`src/rtl/pipe_seq_ctrl.sv`:
```
// Sequencing and hazard controller for a 5-stage pipeline: run/step/drain/halt
// FSM, load-use bubble insertion, and saturating cycle/stall counters.
module pipe_seq_ctrl #(
   parameter int REG_ADDR_WIDTH = 3,
   parameter int DRAIN_CYCLES   = 4,
   parameter int CNT_WIDTH      = 32
) (
   input  logic                      clk,
   input  logic                      reset,
   input  logic                      run,
   input  logic                      step,
   input  logic [REG_ADDR_WIDTH-1:0] id_rs1,
   input  logic [REG_ADDR_WIDTH-1:0] id_rs2,
   input  logic                      id_rs1_used,
   input  logic                      id_rs2_used,
   input  logic                      id_halt,
   input  logic                      ex_mem_read,
   input  logic [REG_ADDR_WIDTH-1:0] ex_w_reg,
   output logic                      pc_en,
   output logic                      if_id_en,
   output logic                      pipe_en,
   output logic                      id_ex_bubble,
   output logic [2:0]                state_o,
   output logic                      halted,
   output logic [CNT_WIDTH-1:0]      cycle_cnt,
   output logic [CNT_WIDTH-1:0]      stall_cnt
);

   typedef enum logic [2:0] {
      S_IDLE   = 3'd0,
      S_RUN    = 3'd1,
      S_STEP   = 3'd2,
      S_DRAIN  = 3'd3,
      S_HALTED = 3'd4
   } state_e;

   localparam logic [7:0] DRAIN_INIT = 8'(DRAIN_CYCLES - 1);

   state_e               state_q, state_d;
   logic [7:0]           drain_q, drain_d;
   logic                 halt_seen_q, halt_seen_d;
   logic [CNT_WIDTH-1:0] cycle_q, cycle_d;
   logic [CNT_WIDTH-1:0] stall_q, stall_d;
   logic                 hazard;
   logic                 stall_inc;

   assign hazard = ex_mem_read &
                   ((id_rs1_used & (id_rs1 == ex_w_reg)) |
                    (id_rs2_used & (id_rs2 == ex_w_reg)));

   always_comb begin
      state_d      = state_q;
      drain_d      = drain_q;
      halt_seen_d  = halt_seen_q;
      pc_en        = 1'b0;
      if_id_en     = 1'b0;
      pipe_en      = 1'b0;
      id_ex_bubble = 1'b0;
      stall_inc    = 1'b0;
      case (state_q)
         S_IDLE: begin
            if (run)       state_d = S_RUN;
            else if (step) state_d = S_STEP;
         end
         S_RUN: begin
            pipe_en = 1'b1;
            if (!run) begin
               id_ex_bubble = 1'b1;
               stall_inc    = hazard;
               halt_seen_d  = id_halt;
               drain_d      = DRAIN_INIT;
               state_d      = S_DRAIN;
            end else if (hazard) begin
               id_ex_bubble = 1'b1;
               stall_inc    = 1'b1;
            end else if (id_halt) begin
               id_ex_bubble = 1'b1;
               halt_seen_d  = 1'b1;
               drain_d      = DRAIN_INIT;
               state_d      = S_DRAIN;
            end else begin
               pc_en    = 1'b1;
               if_id_en = 1'b1;
            end
         end
         S_STEP: begin
            // single advance: a hazard bubble or a taken halt consumes the step
            pipe_en = 1'b1;
            state_d = S_IDLE;
            if (hazard) begin
               id_ex_bubble = 1'b1;
               stall_inc    = 1'b1;
            end else if (id_halt) begin
               id_ex_bubble = 1'b1;
               halt_seen_d  = 1'b1;
               drain_d      = DRAIN_INIT;
               state_d      = S_DRAIN;
            end else begin
               pc_en    = 1'b1;
               if_id_en = 1'b1;
            end
         end
         S_DRAIN: begin
            pipe_en      = 1'b1;
            id_ex_bubble = 1'b1;
            if (drain_q == 8'd0) begin
               state_d     = halt_seen_q ? S_HALTED : S_IDLE;
               halt_seen_d = 1'b0;
            end else begin
               drain_d = drain_q - 8'd1;
            end
         end
         S_HALTED: ;
         default: state_d = S_IDLE;
      endcase
   end

   always_comb begin
      cycle_d = cycle_q;
      stall_d = stall_q;
      if (pipe_en && (cycle_q != '1))   cycle_d = cycle_q + 1'b1;
      if (stall_inc && (stall_q != '1)) stall_d = stall_q + 1'b1;
   end

   always_ff @(posedge clk) begin
      if (reset) begin
         state_q     <= S_IDLE;
         drain_q     <= 8'd0;
         halt_seen_q <= 1'b0;
         cycle_q     <= '0;
         stall_q     <= '0;
      end else begin
         state_q     <= state_d;
         drain_q     <= drain_d;
         halt_seen_q <= halt_seen_d;
         cycle_q     <= cycle_d;
         stall_q     <= stall_d;
      end
   end

   assign state_o   = state_q;
   assign halted    = (state_q == S_HALTED);
   assign cycle_cnt = cycle_q;
   assign stall_cnt = stall_q;

endmodule

```
`config.mk`:
```
export PLATFORM = sky130hd
export DESIGN_NAME = pipe_seq_ctrl
export DESIGN_NICKNAME = d
export VERILOG_FILES = /design/src/rtl/pipe_seq_ctrl.sv
export SDC_FILE = /design/constraint.sdc
export NUM_CORES = 1
export LEC_CHECK = 0
export ABC_CLOCK_PERIOD_IN_PS = 3000
export CAP_MARGIN = 20
export CORE_MARGIN = 2
export CORE_UTILIZATION = 30
export CTS_CLUSTER_DIAMETER = 120
export DETAILED_ROUTE_END_ITERATION = 12
export SYNTH_ARGS = -nofsm -noshare
export SYNTH_HDL_FRONTEND = slang
export SYNTH_SLANG_ARGS = --single-unit
```
`constraint.sdc`:
```
create_clock -name clk -period 3 [get_ports clk]
set_input_delay 0.45 -clock clk [delete_from_list [all_inputs] [get_ports clk]]
set_output_delay 0.45 -clock clk [all_outputs]
set_load 0.01 [all_outputs]
```
Word level (Yosys, flattened, before mapping)
Index checks and enable logic that the tools add are counted.
Widths: inputs -> output; s select.
{"block": "totals", "latch_bits": 0, "register_bits": 76, "ram_bits": 0, "out_inout_bits": 72, "word_cells": 67, "inputBits": 17, "romBits": 0, "n_memories": 0}
{"block": "op_classes", "bitwise": 5, "n_lt_le_gt_ge": 0, "n_eq_ne": 13, "n_div": 0, "n_addsub": 3, "muxes": 32, "n_reduce_logical": 9, "shift": 0, "n_mul": 0}
{"cell": "$add 32x1->32 const B", "n": 2}
{"cell": "$ne 32x32->1 const B", "n": 2}
{"cell": "$mux 8", "n": 4}
{"cell": "$pmux 8 s3", "n": 1}
{"cell": "$mux 3", "n": 7}
{"cell": "$pmux 3 s5", "n": 1}
{"cell": "$mux 1", "n": 13}
{"cell": "$ne 3x3->1 const B", "n": 3}
{"cell": "$logic_not 8->1", "n": 1}
{"cell": "$sub 8x1->8 const B", "n": 1}
{"cell": "$eq 3x2->1 const B", "n": 2}
{"cell": "$eq 3x3->1", "n": 2}
{"cell": "$pmux 1 s3", "n": 2}
{"cell": "$reduce_and 5->1", "n": 1}
{"cell": "$mux 2", "n": 2}
{"cell": "$ne 2x2->1 const B", "n": 2}
{"cell": "$pmux 1 s2", "n": 2}
{"cell": "$reduce_and 2->1", "n": 2}
{"cell": "$and 1x1->1", "n": 3}
{"cell": "$eq 3x1->1 const B", "n": 1}
{"cell": "$eq 3x3->1 const B", "n": 1}
{"cell": "$logic_not 3->1", "n": 1}
{"cell": "$reduce_bool 3->1", "n": 1}
{"cell": "$reduce_or 3->1", "n": 1}
{"cell": "other kinds (3)", "n": 4}

Logic depth before layout (Yosys ltp)
{"block": "logic_depth", "word_depth": 8, "mapped_depth": 9, "ltp_nobuf": 7}

Worst setup path before layout
Ideal clock, no wire load.
{"block": "synth_path", "path_type": "in2out", "startpoint": "in ex_w_reg[0]", "endpoint": "out pc_en", "path_buffers": 1, "t_required_ns": 2.550, "stages": 6, "setup_slack_ns": 0.791, "arrival_ns": 1.759, "cell_sequence": "xnor2_1 > and4_1 > o21ai_0 > nand2_1 > nor3_1 > buf_4"}
{"block": "synth_via", "elab_chain_len": 7, "elab_cells_between_ends": 9, "classes_between": "eq/ne (2); mux (3); bitwise (4)"}
{"element": "from (decl)", "line": "18", "source": "input logic [REG_ADDR_WIDTH-1:0] ex_w_reg,"}
{"element": "$eq 3x3->1, on equally long branches", "line": "48, 49"}
{"element": "$and 1x1->1, on equally long branches", "line": "48, 49"}
{"element": "$or 1x1->1 (*)", "line": "48", "source": "((id_rs1_used & (id_rs1 == ex_w_reg)) |"}
{"element": "$and 1x1->1 (*)", "line": "47", "source": "assign hazard = ex_mem_read &"}
{"element": "$mux 1 (*)"}
{"element": "$mux 1"}
{"element": "$pmux 1 s2 (*)"}
{"element": "to (decl)", "line": "19", "source": "output logic pc_en,"}
Every way passes the cells marked *; elsewhere a longest branch is shown, timed or not.

Final worst setup path
{"block": "layout_path", "startpoint": "in ex_w_reg[0]", "endpoint": "out pc_en"}
{"block": "layout_via", "elab_chain_len": 7, "elab_cells_between_ends": 9, "classes_between": "eq/ne (2); mux (3); bitwise (4)"}
{"element": "$eq 3x3->1, on equally long branches", "line": "48, 49"}
{"element": "$and 1x1->1, on equally long branches", "line": "48, 49"}
{"element": "$or 1x1->1 (*)", "line": "48"}
{"element": "$and 1x1->1 (*)", "line": "47"}
{"element": "$mux 1 (*)", "line": "73", "source": "end else if (hazard) begin"}
{"element": "$mux 1", "line": "67", "source": "if (!run) begin"}
{"element": "$pmux 1 s2 (*)", "line": "60", "source": "case (state_q)"}
Marked as above.

==> metrics.yaml <==
worstReg2RegEnd: "stall_cnt[12]"
clk_pin_slew_worst_paths_ns: 0.05
path_cells: "clkdlybuf4s50_1 -> xnor2_1 -> and4_1 -> o21ai_1 -> nand2_1 -> nor3_1 -> buf_4 -> clkdlybuf4s50_1"
first_pass_iters: 5
io_pins: 89
whs_ns: 0.483
hold_viol_final: 0
cts_setup_buffers: 0
routabilityCongestion: 0.819
antenna_found_initial: 0
drt_iter0_markers: 311
path_depth: 8
crit_required_ns: 2.55
fin_setup_tns_ns: 0
cp-end-kind: "output pin"
fmax_mhz: 351
clk_latency_ns: 0.33
power_density_nw_per_um2: 428
multi_input_area_sq_um: 2550
dieArea_sq_um: 15300
diodes: 0
critPathBufInv: 3
skew_ns: 0.00420
slew_headroom_pct: 41.9
post-place-ws_ns: 0.0568
p_clk_share_pct: 45.2
drv_slew: 0
cts_buffers: 9
period_minus_slack_ns: 2.85
critPathLaunchType: "input port"
setup_ws_ns: 0.153
p_leak_nw: 1.80
critPathMostFrequentCell: "clkdlybuf4s50_1"
coreArea_sq_um: 13900
worst_slew_pin_slew_ns: 0.872
rows: 43
period_share_pct: 94.9
yosys_warnings: 0
critPathMaxStageDelay_ns: 0.56
synth_area_sq_um: 4290
wirelength_um: 11800
rsz0062_at_grt: "false"
grt_overflow: 0
setup_viol: 0
hold_depth: 2
avgViaCountPerCell: 5.51
status: "finished, final reports clean"
power.total_mw: 2.43
rr_worst_depth: 7
hold_buffers: 0
wl_per_cell_um: 14.8
fin_nets: 635
rr_startpoint: "stall_cnt[0]"
ys_types: 48
grt_pass1_wl_um: 19400
design_area_sq_um: 5680
syn_avg_cell_area_sq_um: 8.03
cp_slowest_cell: "clkdlybuf4s50_1"
ys_dominant_reg_cell: "dfxtp_1"
synthTopCellsByArea: "dfxtp_1 (35%), a21oi_1 (6.9%), or4_1 (6.0%), o31ai_1 (5.8%), mux2_2 (3.7%)"
dp_cells: 783
holdCritPathClass: "reg -> reg"
yosysSeqAreaShare_pct: 35.5
hp-start: "halt_seen_q"
cp.arrival_ns: 2.40
drive_gt1_share_pct: 8.40
max_cap_viol_count: 0
cts-root-buf: "clkbuf_16"
grt_pass1_vias: 4131
seqPwrFrac_pct: 42.9
clock-sinks: 76
peakVddDrop_mv: 0.255
crit_family: "buffers and inverters"
syn2layout_area_growth_pct: 32.5
dieHeight_um: 124
yosysTopAreaCell: "dfxtp_1"
synth_edf_count: 0
num_vias: 4406
numPortBuffers: 88
synthCells: 534
p_sw_uw: 599
placed_cell_area_sq_um: 5380
whs_endpoint: "halt_seen_q"
swShare_pct: 24.6
drc: 0
fillers: 1379
die_w_um: 124
p_int_mw: 1.83
syn_nets: 555
post-dp-hpwl_um: 8410
track_usage_pct: 15.6
clock_path_buffers: 2
register_area_sq_um: 1520
ant_nets: 0
rrSetupSlack_ns: 0.63
pwr-share-comb_pct: 11.9
grt_max_degree: 52
fin_util_pct: 40.8
cts_tree: "built"
worstSetupPathType: "in -> out"
synth_top_area_share_pct: 35.5
start_util_pct: 30.8
instances_no_fill: 799
synthArstFlopShare_pct: 0
htreeDepth: 3
cp_max_fo: 2
synth_seq_cells: 76
[layout by cell type, fill, tap and decap left out, drive strengths merged, types with 19 or more instances in the layout]
cell and count:
o21ai 21, nor2 35, nand2 27, inv 19
dfxtp 76, nand4 23, clkdlybuf4s50 87, a21oi 59
nand3 28, o31ai 33, or4 34
[how the worst max path moves through the flow]
| stage | start | end | slack [ns] |
|---|---|---|---|
| 2_1_floorplan | ex_w_reg[0] | pc_en | 0.79 |
| 3_3_place_gp | ex_w_reg[0] | pc_en | 0.08 |
| 3_5_place_dp | ex_w_reg[0] | pc_en | 0.06 |
| 4_1_cts | ex_w_reg[0] | pc_en | 0.06 |
| 5_1_grt | ex_w_reg[0] | pc_en | 0.02 |
| 6_report | ex_w_reg[0] | pc_en | 0.15 |
[metal layers]
| layer | global-route usage (%) | wire [um] |
|---|---|---|
| met5 | 0 | 0 |
| met4 | 6.61 | 191 |
| met3 | 2.44 | 442 |
| met2 | 25.1 | 5440 |
| met1 | 20.8 | 5760 |
[synth_stat cells, types with 3 or more instances]
cell / number
nor3_1: 18
and4_1: 7
or4_1: 34
and2_1: 3
o21ai_0: 19
or3_1: 11
buf_2: 7
o31ai_1: 33
nand2_1: 27
ha_1: 4
nor4_1: 17
mux2_2: 14
buf_4: 5
nor2_1: 35
dfxtp_1: 76
nor2b_1: 18
inv_1: 19
nor4b_1: 3
and3_1: 8
nand3_1: 28
buf_1: 3
xnor2_1: 7
a21oi_1: 59
nand4_1: 22
a31oi_1: 8
clkbuf_1: 17
a211oi_1: 4
[registers in the layout, summed over array words and instances, names as in the netlist]
name and flops:
cycle_cnt 32, drain_q 8, halt_seen_q 1, stall_cnt 32, state_o 3
[cell families (layout without fill, tap and decap cells)]
| family | count (synthesis) | count (layout) | synth area share, % |
|---|---|---|---|
| buffers and inverters | 51 | 136 | 5.11 |
| flip-flops | 76 | 76 | 35.5 |
| adder cells (fa/ha/maj) | 4 | 4 | 1.17 |
| AO/OA/AOI/OAI | 137 | 137 | 19.3 |
| multiplexers | 16 | 16 | 4.38 |
| AND/OR/NAND/NOR | 242 | 242 | 32.9 |
| XOR/XNOR | 8 | 8 | 1.63 |
[worst min-delay path, cell delays in order, from the launching register on]
cell	delay, ns
dfxtp_1	0.31
o21ai_0	0.07
a21oi_1	0.06
[cell type report]
class                           instances  area share [%]
Timing Repair Buffer                  101            17.8
Inverter                               19            1.25
Clock inverter                          5           0.881
Clock buffer                           11            4.45
Tap cell                              180            3.96
Multi-Input combinational cell        407            44.9
Sequential cell                        76            26.8
[power by group through the flow]
stage / registers [mW] / clock network (mW) / logic [mW]
finish: 1.04 / 1.10 / 0.290
global route: 1.05 / 1.18 / 0.325
CTS: 1.04 / 1.13 / 0.292
detailed placement: 1.07 / 0 / 0.291
global placement: 1.06 / 0 / 0.285
floorplan: 1.07 / 0 / 0.167
[timing repair]
item / 4_1_cts / 5_1_grt
endpoints found under the setup margin: 0 / 2
gates resized for setup: 0 / 1
hold endpoints to repair: 0 / 0
Note: power is estimated with default switching activity, not from simulation.
==> RTL change 1: new RTL, config.mk and constraints unchanged <==
Change the parameter `CNT_WIDTH` from 32 to 24.
--- a/src/rtl/pipe_seq_ctrl.sv
+++ b/src/rtl/pipe_seq_ctrl.sv
@@ -4,5 +4,5 @@
    parameter int REG_ADDR_WIDTH = 3,
    parameter int DRAIN_CYCLES   = 4,
-   parameter int CNT_WIDTH      = 32
+   parameter int CNT_WIDTH      = 24
 ) (
    input  logic                      clk,
Interface: changed (resized cycle_cnt and stall_cnt); port bits go from 89 to 73. The function was not compared with the original's and may differ.
==> RTL change 1 against the unedited design <==
Routed wire length is 25% lower; synthesized area decreased by 21%; maximum frequency up 1.6%; register-to-register slack worse by 0.11 ns; total power shrank 11%; hold slack got worse by 0.022 ns; combinational power increased by 3%; design area down 20%; sequential cell count down 16; clock skew is 0.0047 ns higher; sequential power fell by 18%; worst setup slack improved by 0.045 ns; sequential share of layout area is 0.22 points lower.
==> RTL change 1: results (changes against the unedited design) <==
outcome: "complete, no violations"
yosysSeqAreaShare_pct: 35.56  # +0.073 points
dp_cells: 607  # -22%
finalNonFillerCells: 622  # -22%
grt_pass1_vias: 3126  # -24%
area_growth_pct: 33.93
via_per_inst: 5.391  # -2.2%
port_buffers: 72  # -18%
grt_first_pass_wirelength_um: 14810  # -24%
period_share_pct: 93.39  # -1.5 points
dp_hpwl_um: 6390  # -24%
cp.arrival_ns: 2.35  # -0.05 ns
slew_headroom_pct: 32.31  # -9.6 points
drive_gt1_share_pct: 9.129  # +0.73 points
skew_ns: 0.008893  # +0.004689 ns
rr_endpoint: "cycle_cnt[1]"
gp_congestion: 0.7874  # -3.8%
wl_per_cell_um: 14.34  # -3.1%
r2r_cells: 6  # -1
synthCells: 412  # -23%
synth_common_cells: "60 x dfxtp_1, 34 x nor2_1, 30 x a21oi_1"
vdd_drop_max_mv: 0.2611  # +2.6%
synth_nets: 433  # -22%
drt_iter0_markers: 197  # -37%
p_leak_nw: 1.461  # -19%
RTL change 1: cells by family after synthesis:
family	share of synthesized area, %
AOI/OAI and AO/OA	18.93
xor gates and xnor gates	3.370
adders and majority gates	1.482
buffers and inverters	5.000
DFF	35.56
muxes	4.296
and+or+nand+nor	31.37
RTL change 1: final cells by class:
| type | count | share of cell area (%) |
|---|---|---|
| clock buffers | 10 | 5.282 |
| clock inverters | 5 | 1.162 |
| inverters | 12 | 0.9956 |
| multi-input cells | 313 | 44.39 |
| flip-flops and latches | 60 | 26.55 |
| well taps | 140 | 3.872 |
| repair buffers | 82 | 17.75 |
RTL change 1: how the worst min path moves through the flow:
stage / from / end / cells after the start
2_1_floorplan: halt_seen_q / halt_seen_q / 2
3_3_place_gp: halt_seen_q / halt_seen_q / 2
3_5_place_dp: halt_seen_q / halt_seen_q / 2
4_1_cts: halt_seen_q / halt_seen_q / 2
5_1_grt: halt_seen_q / halt_seen_q / 2
6_report: halt_seen_q / halt_seen_q / 2
RTL change 1: worst max-delay path, delay by kind of cell:
kind,cells,cell delay [ns]
compound gates,2,0.44
xor+xnor,1,0.16
buf+inv,3,1.18
simple gates,1,0.12
RTL change 1: metal layers:
metal  part of all wire [%]  GRT usage (%)  vias up  routed length [µm]
met4                    1.1          4.554        0                 102
met1                     48          20.31     1570                4292
li1                       -              -     1699                   -
met3                    4.2          2.998       10                 373
met2                     47          25.07       74                4154
met5                      0              0        -                   0
RTL change 1: power by group through the flow:
stage | sequential (mW) | combinational, mW | clock, mW
6_report | 0.851 | 0.299 | 1.02
3_3_place_gp | 0.867 | 0.295 | 0
5_1_grt | 0.856 | 0.336 | 1.07
4_1_cts | 0.851 | 0.300 | 1.04
3_5_place_dp | 0.868 | 0.298 | 0
2_1_floorplan | 0.860 | 0.188 | 0
==> RTL change 2: new RTL, same settings <==
Without the edit above. Register the output `cycle_cnt` once more; this adds one clock of latency there. The other outputs are not delayed to match.
--- a/src/rtl/pipe_seq_ctrl.sv
+++ b/src/rtl/pipe_seq_ctrl.sv
@@ -141,5 +141,7 @@
    assign state_o   = state_q;
    assign halted    = (state_q == S_HALTED);
-   assign cycle_cnt = cycle_q;
+   always_ff @(posedge clk) begin
+      cycle_cnt <= cycle_q;
+   end
    assign stall_cnt = stall_q;
 
Function: changed (Yosys sat finds a counterexample within 4 cycles, from zero or initial values and one cycle with reset high).
==> RTL change 2 against the unedited design <==
Routed wire length shrank 2.7%; sequential share of layout area increased by 7.8 points; synthesized cell count increased by 1.9%; design area increased by 10%; global-route usage is 1.8 points lower; synthesized area rose by 13%; total power grew 27%; clock power increased by 13%; sequential cell count grew 32; worst setup slack improved by 0.063 ns; maximum frequency up 2.3%; count of clock-buffer cells in the layout unchanged; register-to-register slack got worse by 0.02 ns.
==> RTL change 2: results (changes against the unedited design) <==
path_clk_slew_ns: 0.07  # +0.02 ns
dp_slack_ns: 0.1442  # +0.08743 ns
track_usage_pct: 13.80  # -1.8 points
skew_ns: 0.009975  # +0.005771 ns
grt_max_degree: 51  # -1.9%
cts_sinks: 108  # +42%
slew_headroom_pct: 52.39  # +11 points
wl_met1_um: 5464  # -5.1%
final_nets: 646  # +1.7%
p_leak_nw: 1.955  # +8.8%
wl_met3_um: 476  # +7.7%
outcome: "complete, no violations"
grt_use_met2_pct: 22.70  # -2.4 points
dp_hpwl_um: 8199  # -2.5%
wl_per_cell_um: 13.62  # -8.1%
comb_power_share_pct: 10.8  # -1.1 points
cp.arrival_ns: 2.33  # -0.07 ns
grtUsageMet3_pct: 3.339  # +0.89 points
num-multi-input-gates: 393  # -3.4%
drive_gt1_share_pct: 7.778  # -0.62 points
finalNonFillerCells: 846  # +5.9%
yosysSeqAreaShare_pct: 44.76  # +9.3 points
dp_cells: 830  # +6.0%
synth_area_leaders: "dfxtp_1 45%, a21oi_1 6.3%, o31ai_1 4.5%"
clockPowerShare_pct: 40.3  # -4.9 points
synth_compound_area_share_pct: 19.61  # +0.26 points
placed_area_um2: 5941  # +10%
grt_first_pass_wirelength_um: 18980  # -2.3%
nonClockBufferCount: 103  # +2.0%
clock_latency_ns: 0.35  # +0.02 ns
[RTL change 2: cell count changes after synthesis, sizes merged, moves of 7 or more]
cell and delta:
o21ai +10, nor2 -7, nor2b -10, and3 -7, inv -9, or3 +14, mux2 -11, nor4 -11
dfxtp +32
[RTL change 2: critical path, cell delays in order]
cell and delay (ns):
clkdlybuf4s50_1 0.46, xnor2_1 0.14, and4_1 0.21, o21ai_1 0.18
nand2_1 0.07, nor3_1 0.24, clkdlybuf4s50_1 0.59
[RTL change 2: worst paths after layout]
| kind | startpoint | to | slack (ns) |
|---|---|---|---|
| worst max-delay path | ex_w_reg[1] | pc_en | 0.22 |
| worst min-delay path | cycle_q[5] | cycle_cnt[5] | 0.39 |
| worst max register to register | cycle_q[0] | cycle_q[24] | 0.61 |
| worst min register to register | cycle_q[5] | cycle_cnt[5] | 0.39 |
